[src/rtl/cmul_pkg.sv]
// cmul_pkg: shared definitions for the complex-multiply sequencing controller.
//   - FSM state codes (IDLE, RR, II, RI, IR, IM)
//   - datapath widths (12-bit operands, 24-bit products)
//   - operand-select and add/subtract encodings
//   - ctrl_t: the select/enable bundle driven towards the datapath
package cmul_pkg;

    localparam int OPND_W = 12;
    localparam int PROD_W = 24;

    typedef logic [2:0] state_t;

    localparam state_t ST_IDLE = 3'd0;
    localparam state_t ST_RR   = 3'd1;  // PP1 <- ar*br
    localparam state_t ST_II   = 3'd2;  // PP2 <- ai*bi
    localparam state_t ST_RI   = 3'd3;  // Pr <- PP1-PP2, PP1 <- ar*bi
    localparam state_t ST_IR   = 3'd4;  // PP2 <- ai*br, operands released
    localparam state_t ST_IM   = 3'd5;  // Pi <- PP1+PP2

    localparam logic SEL_R  = 1'b0;
    localparam logic SEL_I  = 1'b1;
    localparam logic OP_ADD = 1'b0;
    localparam logic OP_SUB = 1'b1;

    typedef struct packed {
        logic a_sel;
        logic b_sel;
        logic pp1_ce;
        logic pp2_ce;
        logic add;
        logic pr_ce;
        logic pi_ce;
        logic in_ready;
    } ctrl_t;

endpackage

[src/rtl/cmul_step_decode.sv]
// cmul_step_decode: combinational map from controller state to the datapath
// select/enable bundle.
// Ports:
//   state     in   current FSM state
//   in_valid  in   upstream operands valid (only consulted in IM when
//                  CMUL_CTRL_OVERLAP_EN is defined)
//   ctrl      out  select/enable bundle (all zero in IDLE)
// Config macro: CMUL_CTRL_OVERLAP_EN -- IM also performs the next RR step.
module cmul_step_decode
    import cmul_pkg::*;
(
    input  state_t state,
    input  logic   in_valid,
    output ctrl_t  ctrl
);

`ifndef CMUL_CTRL_OVERLAP_EN
    logic unused_in_valid;
    assign unused_in_valid = in_valid;
`endif

    always_comb begin
        ctrl = '0;
        case (state)
            ST_RR: begin
                ctrl.a_sel  = SEL_R;
                ctrl.b_sel  = SEL_R;
                ctrl.pp1_ce = 1'b1;
            end
            ST_II: begin
                ctrl.a_sel  = SEL_I;
                ctrl.b_sel  = SEL_I;
                ctrl.pp2_ce = 1'b1;
            end
            ST_RI: begin
                ctrl.a_sel  = SEL_R;
                ctrl.b_sel  = SEL_I;
                ctrl.pp1_ce = 1'b1;
                ctrl.add    = OP_SUB;
                ctrl.pr_ce  = 1'b1;
            end
            ST_IR: begin
                ctrl.a_sel    = SEL_I;
                ctrl.b_sel    = SEL_R;
                ctrl.pp2_ce   = 1'b1;
                ctrl.in_ready = 1'b1;
            end
            ST_IM: begin
                ctrl.add   = OP_ADD;
                ctrl.pi_ce = 1'b1;
`ifdef CMUL_CTRL_OVERLAP_EN
                // The adder consumes the old PP1 before this edge, so the
                // next operation's ar*br can be captured in the same cycle.
                if (in_valid) begin
                    ctrl.a_sel  = SEL_R;
                    ctrl.b_sel  = SEL_R;
                    ctrl.pp1_ce = 1'b1;
                end
`endif
            end
            default: ;
        endcase
    end

endmodule

[src/rtl/cmul_ctrl.sv]
// cmul_ctrl: sequencing controller for a single-multiplier complex multiply
//   Pr = ar*br - ai*bi, Pi = ar*bi + ai*br, in four multiplier steps.
// Ports:
//   clk, rst            clock (rising edge), async active-high reset
//   in_valid/in_ready   upstream operand handshake (ready in IR step)
//   out_valid/out_ready downstream Pr/Pi handshake
//   a_sel, b_sel        operand selects (0 = real, 1 = imaginary)
//   pp1_ce, pp2_ce      partial-product register enables
//   add                 0 = PP1+PP2, 1 = PP1-PP2
//   pr_ce, pi_ce        result register enables
//   busy                state != IDLE
//   op_count            completed operations, wraps mod 2^CNT_W
// Config macro: CMUL_CTRL_OVERLAP_EN -- overlap IM with the next RR step
//   (IM -> II) and accept new work in IDLE even while a result is pending.
module cmul_ctrl
    import cmul_pkg::*;
#(
    parameter int CNT_W = 16
) (
    input  logic             clk,
    input  logic             rst,
    input  logic             in_valid,
    output logic             in_ready,
    output logic             out_valid,
    input  logic             out_ready,
    output logic             a_sel,
    output logic             b_sel,
    output logic             pp1_ce,
    output logic             pp2_ce,
    output logic             add,
    output logic             pr_ce,
    output logic             pi_ce,
    output logic             busy,
    output logic [CNT_W-1:0] op_count
);

    state_t state, state_nxt;
    ctrl_t  ctrl;

    cmul_step_decode u_decode (
        .state    (state),
        .in_valid (in_valid),
        .ctrl     (ctrl)
    );

    assign a_sel    = ctrl.a_sel;
    assign b_sel    = ctrl.b_sel;
    assign pp1_ce   = ctrl.pp1_ce;
    assign pp2_ce   = ctrl.pp2_ce;
    assign add      = ctrl.add;
    assign pr_ce    = ctrl.pr_ce;
    assign pi_ce    = ctrl.pi_ce;
    assign in_ready = ctrl.in_ready;
    assign busy     = (state != ST_IDLE);

    always_comb begin
        state_nxt = state;
        case (state)
            ST_IDLE: begin
`ifdef CMUL_CTRL_OVERLAP_EN
                // A pending result is protected by the II stall below.
                if (in_valid) state_nxt = ST_RR;
`else
                if (in_valid && !out_valid) state_nxt = ST_RR;
`endif
            end
            ST_RR: state_nxt = ST_II;
            // RI overwrites Pr, so hold here until the old result is gone
            // or leaves this cycle. Re-capturing PP2 meanwhile is harmless.
            ST_II: if (!out_valid || out_ready) state_nxt = ST_RI;
            ST_RI: state_nxt = ST_IR;
            ST_IR: state_nxt = ST_IM;
            ST_IM: begin
`ifdef CMUL_CTRL_OVERLAP_EN
                state_nxt = in_valid ? ST_II : ST_IDLE;
`else
                state_nxt = ST_IDLE;
`endif
            end
            default: state_nxt = ST_IDLE;
        endcase
    end

    always_ff @(posedge clk or posedge rst) begin
        if (rst) begin
            state     <= ST_IDLE;
            out_valid <= 1'b0;
            op_count  <= '0;
        end else begin
            state <= state_nxt;
            // Setting on the IM edge has priority over the sink's accept.
            if (state == ST_IM) begin
                out_valid <= 1'b1;
                op_count  <= op_count + {{(CNT_W-1){1'b0}}, 1'b1};
            end else if (out_valid && out_ready) begin
                out_valid <= 1'b0;
            end
        end
    end

endmodule
[config.mk]
export PLATFORM = sky130hd
export DESIGN_NAME = cmul_ctrl
export DESIGN_NICKNAME = d
export VERILOG_FILES = /design/src/rtl/cmul_pkg.sv /design/src/rtl/cmul_step_decode.sv /design/src/rtl/cmul_ctrl.sv
export SDC_FILE = /design/constraint.sdc
export NUM_CORES = 1
export LEC_CHECK = 0
export CORE_MARGIN = 5
export CORE_UTILIZATION = 40
export CTS_BUF_LIST = sky130_fd_sc_hd__clkbuf_8
export CTS_CLUSTER_SIZE = 10
export DETAILED_ROUTE_END_ITERATION = 7
export GPL_TIMING_DRIVEN = 0
export PLACE_DENSITY = 0.69
export SLEW_MARGIN = 20
export SYNTH_ARGS = -nofsm -noshare
export SYNTH_HDL_FRONTEND = slang
export SYNTH_HIERARCHICAL = 1
export SYNTH_SLANG_ARGS = --single-unit
[constraint.sdc]
create_clock -name clk -period 3 [get_ports clk]
set_input_delay 0.3 -clock clk [delete_from_list [all_inputs] [get_ports clk]]
set_output_delay 0.3 -clock clk [all_outputs]
set_load 0.03 [all_outputs]
==> flow_summary.yaml <==
detailed_routing:
  wl_per_cell_microns: 13.6
  drc: 0
  drtAntennaViolNets: 0
  drt_iter0_markers: 8
  first_pass_iters: 4
  totalWireLength_microns: 2040
  vias: 763
  via_per_inst: 5.09
die:
  rows: 18
  start_util: 0.412
  die-area_sq_um: 3610
  chipWidth_microns: 60.1
  fp.dieH_microns: 60.1
  num_io_pins: 30
  coreArea_sq_um: 2430
cts:
  cts.htree.levels: 1
  path_clk_slew_ns: 0.08
  cts_resized: 0
  cts.sinks: 20
  clock_path_buffers: 2
  root_buffer: "clkbuf_8"
  tritoncts: "yes"
  cts_buffers: 3
  post_cts_buffers: 0
  cts_hold_buf: 0
  clk_latency_ns: 0.26
setup_path:
  path_class: "flop to output pin"
  rrSetupSlack_ns: 1.45
  cp-start-kind: "flop"
  worstSetupStartpoint: "state[1]"
  worstSetupEndpointType: "output pin"
  cp_max_fo: 12
  rr_startpoint: "state[2]"
  arrival_ns: 1.96
  crit_required_ns: 2.70
logic_synthesis:
  yosys_warnings: 6
  synth_mux_area_frac: 0.0112
  postSynthCellCount: 87
  synth_seq_area_share: 0.499
  synth_area_leaders: "dfrtp_1, xnor2_1, xor2_1, nor4_4, nand4_1"
  yosysTopAreaCellShare: 0.499
  synth_compound_area_frac: 0.0175
  synth_top_family_by_area: "simple AND/OR/NAND/NOR gates"
  synth-adder-area-share: 0.0125
  netlist.top_cell.by_area: "dfrtp_1"
  netlist_area_sq_um: 1000
  synthSimpleGateAreaFrac: 0.288
  ys_ff_latch: 20
  syn_nets: 92
  synth_xor_area_frac: 0.149
  synth_area_per_cell_sq_um: 11.5
  synth_cell_types: 29
sta:
  worst_pin_slew_ns: 0.756
  maxSlewViolCount: 0
  hold_slack_ns: 0.469
  setup_slack_ns: 0.744
  finalHoldViolCount: 0
  finalCritPeriodShare: 0.752
  fmax_ghz: 0.443
  final.min_clock_period_ns: 2.26
  rsz0062_at_grt: "false"
  fin_tns_setup_ns: 0
  finClkSkew_ns: 0.00634
  slew_headroom: 0.495
  setup_viol: 0
power_and_ir_drop:
  clkPwrFrac: 0.186
  switching_share: 0.406
  seq_power_share: 0.368
  power_frac_comb: 0.446
  internal-power_uw: 655
  powerDensity_nw_per_um2: 796
  ir_drop_v: 0.000538
  leakage_nw: 0.639
  p_sw_uw: 448
run:
  maxCapViolCount: 0
layout:
  area_growth_syn_to_layout_pct: 38.2
  nets: 126
  antenna_cells: 0
  finalNonFillerCells: 150
  drive_above_1_share: 0.117
  layout_common_cells: "clkdlybuf4s50_1, dfrtp_1, xnor2_1, xor2_1"
  final_common_cell: "clkdlybuf4s50_1"
placed_design:
  place_congestion: 0.679
  dp_hpwl_microns: 1530
  placedCellCount: 146
  io_buffers: 29
  place_ws_ns: 1.04
global_routing:
  grt.total_usage: 0.128
  grt_pass1_vias: 787
  grt_antenna_before_repair: 0
  grt-ovfl-total: 0
  grt_pass1_wl_microns: 3550
  grt_max_degree: 21
min_path:
  hp-class: "input port to async pin"
outcome:
  outcome: "finished clean"
[worst paths after layout]
check	cells after the start	endpoint
min in group clk	1	op_count[15]
hold reg to reg	1	op_count[15]
setup reg to reg	5	op_count[14]
setup / recovery	4	add
max in group asynchronous	2	op_count[14]
hold / removal	2	op_count[6]
[critical path: stages (launching register included)]
cell and delay, ns:
dfrtp_1 0.56, nor2b_1 0.21, and2_1 0.17, buf_4 0.11, clkdlybuf4s50_1 0.66
[registers in the layout (all words and copies together) (netlist names)]
| register | cells |
|---|---|
| state | 3 |
| op_count | 16 |
| out_valid | 1 |
[per-layer routing]
layer,routed length (microns),track usage,vias to the layer above
met5,0,0,-
met4,23,0.0475,0
met3,135,0.0324,3
met2,946,0.211,25
met1,936,0.161,368
li1,-,-,367
[synthesized netlist by cell type]
master and n:
xor2_1 7, inv_1 1, and2_1 1, nand4_1 5, nor3_1 3, or3_2 1
nor3b_1 1, ha_1 1, or2_2 1, nand3b_1 1, nand4_2 1, nand2b_1 1
o31ai_1 1, dfrtp_1 20, and3b_1 2, nand3_1 4, xnor2_1 10, nor4_4 2
buf_4 1, nor2_1 5, mux2_2 1, o21ai_0 2, nand3_4 1, nand4b_1 1
buf_6 1, nor2b_1 4, and3_1 2, and3_2 1, nand2_1 5
[cell families after synthesis]
logic type               after synthesis
XOR/XNOR                              17
AO/OA/AOI/OAI                          3
flip-flops                            20
multiplexers                           1
buffers and inverters                  3
adder cells (fa/ha/maj)                1
AND/OR/NAND/NOR                       42
[per-stage QoR]
step,utilization,total power [mW],instance area [sq um]
after detailed placement,0.547,0.909,1330
after floorplan,-,0.700,1000
after global routing,0.569,1.17,1390
after global placement,0.547,0.894,1330
final,0.569,1.10,1390
after CTS,0.569,1.12,1390
[area by class of cell]
cell class	count	area, sq um
repair buffers	29	290
flip-flops and latches	20	500
clock buffers	4	55.1
inverters	1	3.75
fillers	212	1050
plain buffers	2	18.8
multi-input cells	64	479
well taps	30	37.5
[power groups by stage]
stage                     sequential [mW]  clock (mW)  combinational [mW]
final                               0.406       0.205               0.492
after global routing                0.422       0.219               0.526
after CTS                           0.406       0.211               0.499
after detailed placement            0.411           0               0.498
after global placement              0.407           0               0.487
after floorplan                     0.435           0               0.266
No activity file was read; power rests on OpenSTA's default activity.
